## src/rtl/bin2bcd_seq_if.sv

```systemverilog
// rtl/bin2bcd_seq_if.sv - request/result bundle between the counter stage and the BCD converter
interface bin2bcd_seq_if #(
  parameter int WIDTH  = 16,
  parameter int DIGITS = 5
);
  logic                  start;
  logic [WIDTH-1:0]      bin;
  logic                  busy;
  logic                  done;
  logic [4*DIGITS-1:0]   bcd;

  // Requester side: issues conversions, reads back the digits
  modport master (
    output start,
    output bin,
    input  busy,
    input  done,
    input  bcd
  );

  // Converter side
  modport slave (
    input  start,
    input  bin,
    output busy,
    output done,
    output bcd
  );
endinterface

```

## src/rtl/bin2bcd_seq.sv

```systemverilog
// rtl/bin2bcd_seq.sv - sequential double-dabble binary to BCD converter, one bit per clock
module bin2bcd_seq #(
  parameter int WIDTH  = 16,
  parameter int DIGITS = 5
) (
  input  logic         clock_100Mhz,
  input  logic         reset_n,
  bin2bcd_seq_if.slave bus
);

  localparam int BW = 4 * DIGITS;
  localparam int SW = BW + WIDTH;
  localparam int CW = (WIDTH > 1) ? $clog2(WIDTH) : 1;
  localparam logic [CW-1:0] LAST_CNT = CW'(WIDTH - 1);

  typedef enum logic {
    IDLE  = 1'b0,
    SHIFT = 1'b1
  } state_t;

  state_t          r_state;
  logic [SW-1:0]   r_sreg;   // {BCD scratch, binary bits still to shift}
  logic [CW-1:0]   r_cnt;
  logic            r_busy;
  logic            r_done;
  logic [BW-1:0]   r_bcd;

  logic [SW-1:0]   w_adj;
  logic [SW-1:0]   w_shift;

  // Add-3 correction on every BCD nibble from current values, then shift left by one
  always_comb begin
    w_adj = r_sreg;
    for (int d = 0; d < DIGITS; d++) begin
      if (r_sreg[WIDTH + 4*d +: 4] >= 4'd5) begin
        w_adj[WIDTH + 4*d +: 4] = r_sreg[WIDTH + 4*d +: 4] + 4'd3;
      end
    end
    w_shift = {w_adj[SW-2:0], 1'b0};
  end

  // Control FSM; bcd is only written on the completion edge so it never shows partial digits
  always_ff @(posedge clock_100Mhz or negedge reset_n) begin
    if (!reset_n) begin
      r_state <= IDLE;
      r_sreg  <= '0;
      r_cnt   <= '0;
      r_busy  <= 1'b0;
      r_done  <= 1'b0;
      r_bcd   <= '0;
    end else begin
      r_done <= 1'b0;
      case (r_state)
        IDLE: begin
          if (bus.start) begin
            r_sreg  <= {{BW{1'b0}}, bus.bin};
            r_cnt   <= '0;
            r_busy  <= 1'b1;
            r_state <= SHIFT;
          end
        end
        SHIFT: begin
          r_sreg <= w_shift;
          r_cnt  <= r_cnt + CW'(1);
          if (r_cnt == LAST_CNT) begin
            r_bcd   <= w_shift[SW-1 -: BW];
            r_done  <= 1'b1;
            r_busy  <= 1'b0;
            r_state <= IDLE;
          end
        end
        default: r_state <= IDLE;
      endcase
    end
  end

  assign bus.busy = r_busy;
  assign bus.done = r_done;
  assign bus.bcd  = r_bcd;

endmodule
```

## src/flat_wrapper.sv

```systemverilog
// flat-port wrapper written by rule: the top's interface ports become plain ports
module bin2bcd_seq_flat 
#(
  parameter int WIDTH  = 16,
  parameter int DIGITS = 5
)
  (clock_100Mhz, reset_n, bus_start, bus_bin, bus_busy, bus_done, bus_bcd);
  bin2bcd_seq_if #(.WIDTH(WIDTH), .DIGITS(DIGITS)) bus_i ();
  input  logic clock_100Mhz;
  input  logic reset_n;
  input wire logic [$bits(bus_i.start)-1:0] bus_start;
  input wire logic [$bits(bus_i.bin)-1:0] bus_bin;
  output wire logic [$bits(bus_i.busy)-1:0] bus_busy;
  output wire logic [$bits(bus_i.done)-1:0] bus_done;
  output wire logic [$bits(bus_i.bcd)-1:0] bus_bcd;
  assign bus_i.start = bus_start;
  assign bus_i.bin = bus_bin;
  assign bus_busy = bus_i.busy;
  assign bus_done = bus_i.done;
  assign bus_bcd = bus_i.bcd;
  bin2bcd_seq #(.WIDTH(WIDTH), .DIGITS(DIGITS)) u_core (.clock_100Mhz(clock_100Mhz), .reset_n(reset_n), .bus(bus_i));
endmodule
```

## config.mk

```make
export PLATFORM = sky130hd
export DESIGN_NAME = bin2bcd_seq_flat
export DESIGN_NICKNAME = d
export VERILOG_FILES = /design/src/rtl/bin2bcd_seq_if.sv /design/src/rtl/bin2bcd_seq.sv /design/src/flat_wrapper.sv
export SDC_FILE = /design/constraint.sdc
export NUM_CORES = 1
export LEC_CHECK = 0
export BUFFER_PORTS_ARGS = -buffer_cell sky130_fd_sc_hd__buf_4
export CAP_MARGIN = 20
export CORE_AREA = 3 3 86 88
export CTS_CLUSTER_SIZE = 25
export DETAILED_ROUTE_END_ITERATION = 10
export DIE_AREA = 0 0 89 91
export PLACE_DENSITY_LB_ADDON = 0.25
export SYNTH_ARGS = -nofsm -noshare
export SYNTH_HDL_FRONTEND = slang
export SYNTH_SLANG_ARGS = --single-unit
```

## constraint.sdc

```tcl
create_clock -name clock_100Mhz -period 1.95 [get_ports clock_100Mhz]
set_clock_uncertainty 0.1 [all_clocks]
set_input_delay 0.2925 -clock clock_100Mhz [delete_from_list [all_inputs] [get_ports clock_100Mhz]]
set_output_delay 0.2925 -clock clock_100Mhz [all_outputs]
set_load 0.03 [all_outputs]
```

# == After elaboration in Yosys (flattened, before gate mapping) ==
# Cells that the tools add are included.
# op_classes
bitwise_logic,1
eq_ne,3
n_reduce_logical,2
mux,17
addsub,6
order_cmp,5
# ops
op,n
case mux 36 bit (2 select lines),1
2-to-1 mux 36 bit,1
">= comparator 4 x 3 -> 1 bit, second input constant",5
2-to-1 mux 4 bit,5
"adder 4 x 2 -> 4 bit, second input constant",4
case mux 4 bit (2 select lines),1
2-to-1 mux 1 bit,6
"adder 4 x 1 -> 4 bit, second input constant",1
"equality test 4 bit, second input constant",1
"!= test 2 bit, second input constant",2
case mux 1 bit (2 select lines),2
AND reduction 2 bit,2
"adder 3 x 2 -> 3 bit, second input constant",1
2-to-1 mux 3 bit,1
NOT 1 bit,1
# word_totals
reg_bits,63
out_inout_bits,22

# == Logic depth before layout (Yosys ltp) ==
# logic_depth
word_depth,3
mapped_depth,6

# == Worst setup path after synthesis ==
# OpenSTA, ideal clock, no wires.
# synth_path
path_kind,register -> register
start,register u_core.r_sreg[32]
end,register u_core.r_sreg[34]
required_time_ps,1767
setup_slack_ps,354
arrival_time_ps,1413
period_less_slack_ps,1596
path_stages_with_launch,7
path_cell_list,dfrtp_1 -> inv_1 -> ha_1 -> nand2b_1 -> a21oi_1 -> mux2_2 -> o21ai_0
# synth_via
elab_chain_len,3
# synth_lines
element,line_no,source
start: declaration,bin2bcd_seq.sv:22,logic [SW-1:0] r_sreg;
start signal: assignment,bin2bcd_seq.sv:56,"r_sreg <= {{BW{1'b0}}, bus.bin};"
start signal: assignment,bin2bcd_seq.sv:63,r_sreg <= w_shift;
>= comparator 4 x 3 -> 1 bit or adder 3 x 2 -> 3 bit (tied branches),"bin2bcd_seq.sv:35, bin2bcd_seq.sv:36",
2-to-1 mux 3 bit *,bin2bcd_seq.sv:35,if (r_sreg[WIDTH + 4*d +: 4] >= 4'd5) begin
case mux 36 bit (2 select lines) *,bin2bcd_seq.sv:53,case (r_state)
# Mark *: on every way between the ends. The rest lies on a longest branch, timed or not.
# A chain may end at the register's enable or synchronous reset.

# == Worst setup path after layout ==
# Same ends and word-level chain as after synthesis.

==> flow_summary.ini <==
[min_path]
min_from = bus_bin[0]
whs_path_depth = 3
hold_class = in -> reg
holdPathEnd = u_core.r_sreg[0]$_DFFE_PN0P_

[floorplanning]
die_h_um = 91
ios = 41
dieArea_um2 = 8100
die_x_um = 89
row_count = 30
core-area_um2 = 6720
initial_utilization = 0.443

[final_layout]
layout_common_cells = dfrtp_1, buf_4, nand2_1
final_common_cell = dfrtp_1
drive_gt1_frac = 0.234
antenna_cells = 0
area_growth_pct = 19.0
postLayoutCoreUtil = 0.527
final_cells = 409
fillers = 596
nNetsFinal = 354

[sta]
max-slew-margin-rel = 0.696
hold_violations = 0
maxSlewViolCount = 0
period_needed_ps = 1740
rsz0062_at_grt = false
setup-violations-final = 0
fin_crit_sh = 0.893
max_freq_mhz = 575
fin_setup_tns_ps = 0
max_slew.worst_pin.slew_ps = 456

[detailed_routing]
post_drt_wl_per_cell_um = 13.7
ant_nets = 0
vias = 2116
drt_iter0_drc = 93
drc = 0
viasPerCell = 5.17
wirelength_um = 5600
detail_route.first_pass.iterations = 4

[setup_path]
path_delay_family = flip-flops
worstSetupPathType = reg -> reg
crit_required_ps = 2110
cpMaxStageDelayCell = dfrtp_1
worst_r2r_endpoint = u_core.r_sreg[34]$_DFFE_PN0P_
reg2reg_depth = 6
cp.arrival_ps = 1900
cp.depth = 6
path_cells = inv_1 -> ha_1 -> nand2b_1 -> a21oi_1 -> mux2_2 -> o21ai_0
r2r-start = u_core.r_sreg[32]$_DFFE_PN0P_
crit_fanout = 5
ff2ff_setup_slack_ps = 210
crit_path_start_kind = flip-flop
endpoint_kind = flip-flop
crit_path_max_incr_delay_ps = 400
critPathBufInv = 1

[power]
swShare = 0.398
powerDensity_nw_per_um2 = 1700
peakVddDrop_v = 0.000530
combPwrFrac = 0.450
p_clk_frac = 0.168
power_frac_seq = 0.383
p_int_w = 0.00362
p_sw_w = 0.00240
p_leak_nw = 1.74

[grt]
first_global_vias = 2069
grt_pass1_wl_um = 9450
grt_usage = 0.151
grt_overflow = 0
grt_max_degree = 38
antenna_found_initial = 0

[clock_network]
cts_resized = 0
path_clk_slew_ps = 70
post_cts_buffers = 0
clock_sinks = 63
clock_latency_ps = 340
cts_root_buf = clkbuf_8
clockBufferDepth = 2
cts_made_buffers = 9
cts_tree = built
h-tree-depth = 3
cts_hold_buf = 1

[yosys]
ys_seq_elements = 63
synth-adder-area-share = 0.0462
synth_top_family_by_area = compound AO/OA/AOI/OAI gates
synth-edff-count = 0
netlist_instances = 281
syn_nets = 311
async_flop_share = 1.00
synthMuxAreaShare = 0.109
yosysSeqAreaShare = 0.530
syn_area_um2 = 2980
synth_compound_gate_area_share = 0.134
syn_area_per_cell_um2 = 10.6
yosys.area_share.simple = 0.119
synth_xor_area_frac = 0.0206
synth_ff_type = dfrtp_1
synthDistinctLibCells = 28
yosys_warnings = 0

[job]
max-cap-violations = 0

[outcome]
status = finished clean

[placement]
gp_congestion = 0.748
placed_cells_incl_taps = 392
hpwl_um = 3760
io_buffers = 40
## worst register-to-register path, delay by kind of cell (launching register included)
family	cells	cell delay, ps
buf+inv	1	100
flops	1	400
compound gates	2	380
fa+ha+maj	1	230
simple gates	1	80
mux	1	370
## worst max-delay path by stage
stage	startpoint	to	slack (ps)
floorplan	u_core.r_sreg[32]$_DFFE_PN0P_	u_core.r_sreg[34]$_DFFE_PN0P_	350
global placement	u_core.r_sreg[32]$_DFFE_PN0P_	u_core.bus.bcd[18]$_DFFE_PN0P_	300
detailed placement	u_core.r_sreg[32]$_DFFE_PN0P_	u_core.bus.bcd[18]$_DFFE_PN0P_	240
CTS	u_core.r_sreg[32]$_DFFE_PN0P_	u_core.bus.bcd[18]$_DFFE_PN0P_	210
global route	u_core.r_sreg[32]$_DFFE_PN0P_	u_core.r_sreg[34]$_DFFE_PN0P_	40
finish	u_core.r_sreg[32]$_DFFE_PN0P_	u_core.r_sreg[34]$_DFFE_PN0P_	210
## synth_stat cells, drive strengths merged (6+ instances only)
master / count / area share
buf: 10 / 0.020
xnor2: 6 / 0.018
nand2: 43 / 0.054
o22ai: 9 / 0.019
ha: 11 / 0.046
a21o: 8 / 0.020
inv: 13 / 0.016
nor3b: 9 / 0.023
o21ai: 35 / 0.059
mux2: 9 / 0.042
mux2i: 20 / 0.067
dfrtp: 63 / 0.53
a21oi: 15 / 0.030
## sequential cells by signal (all words and copies together), names as in the netlist
signal and cells:
u_core.r_state 1, u_core.r_cnt 4, u_core.bus.done 1, u_core.r_sreg 36, u_core.bus.bcd 20, u_core.bus.busy 1
## power by group through the flow
stage          combinational [W]  sequential, W  clock, W
2_1_floorplan            0.00169        0.00261         0
3_3_place_gp             0.00266        0.00230         0
3_5_place_dp             0.00273        0.00233         0
4_1_cts                  0.00275        0.00231   0.00104
5_1_grt                  0.00304        0.00238   0.00109
6_report                 0.00271        0.00230   0.00101
## stage by stage
step	hold slack, ps	instance area (um2)	worst slack (ps)	total power [W]
after floorplan	-103	2980	354	0.00430
after CTS	106	3540	211	0.00610
after global routing	110	3540	37.7	0.00651
final	112	3540	209	0.00602
after detailed placement	168	3360	242	0.00506
after global placement	166	3360	304	0.00497
## cells by family after synthesis
group	count (synthesis)
fa+ha+maj	11
simple gates	74
buf+inv	28
xor+xnor	7
compound gates	69
flops	63
mux	29
## per-layer routing
| metal | share of wire | vias to the layer above | wire [um] | GRT usage |
|---|---|---|---|---|
| li1 | - | 1059 | - | - |
| met1 | 0.48 | 1005 | 2690 | 0.195 |
| met2 | 0.45 | 39 | 2550 | 0.233 |
| met3 | 0.049 | 13 | 273 | 0.0354 |
| met4 | 0.017 | 0 | 94 | 0.0782 |
| met5 | 0 | - | 0 | 0 |
## cell type report
cell class	count	area, um2	share of cell area
clock buffer	12	155	0.0438
clock inverter	4	20.0	0.00565
inverter	13	48.8	0.0138
multi-input combinational	190	1270	0.360
sequential	63	1580	0.445
tap	80	100	0.0283
timing repair buffer	47	368	0.104
No activity file was read; power rests on OpenSTA's default activity.
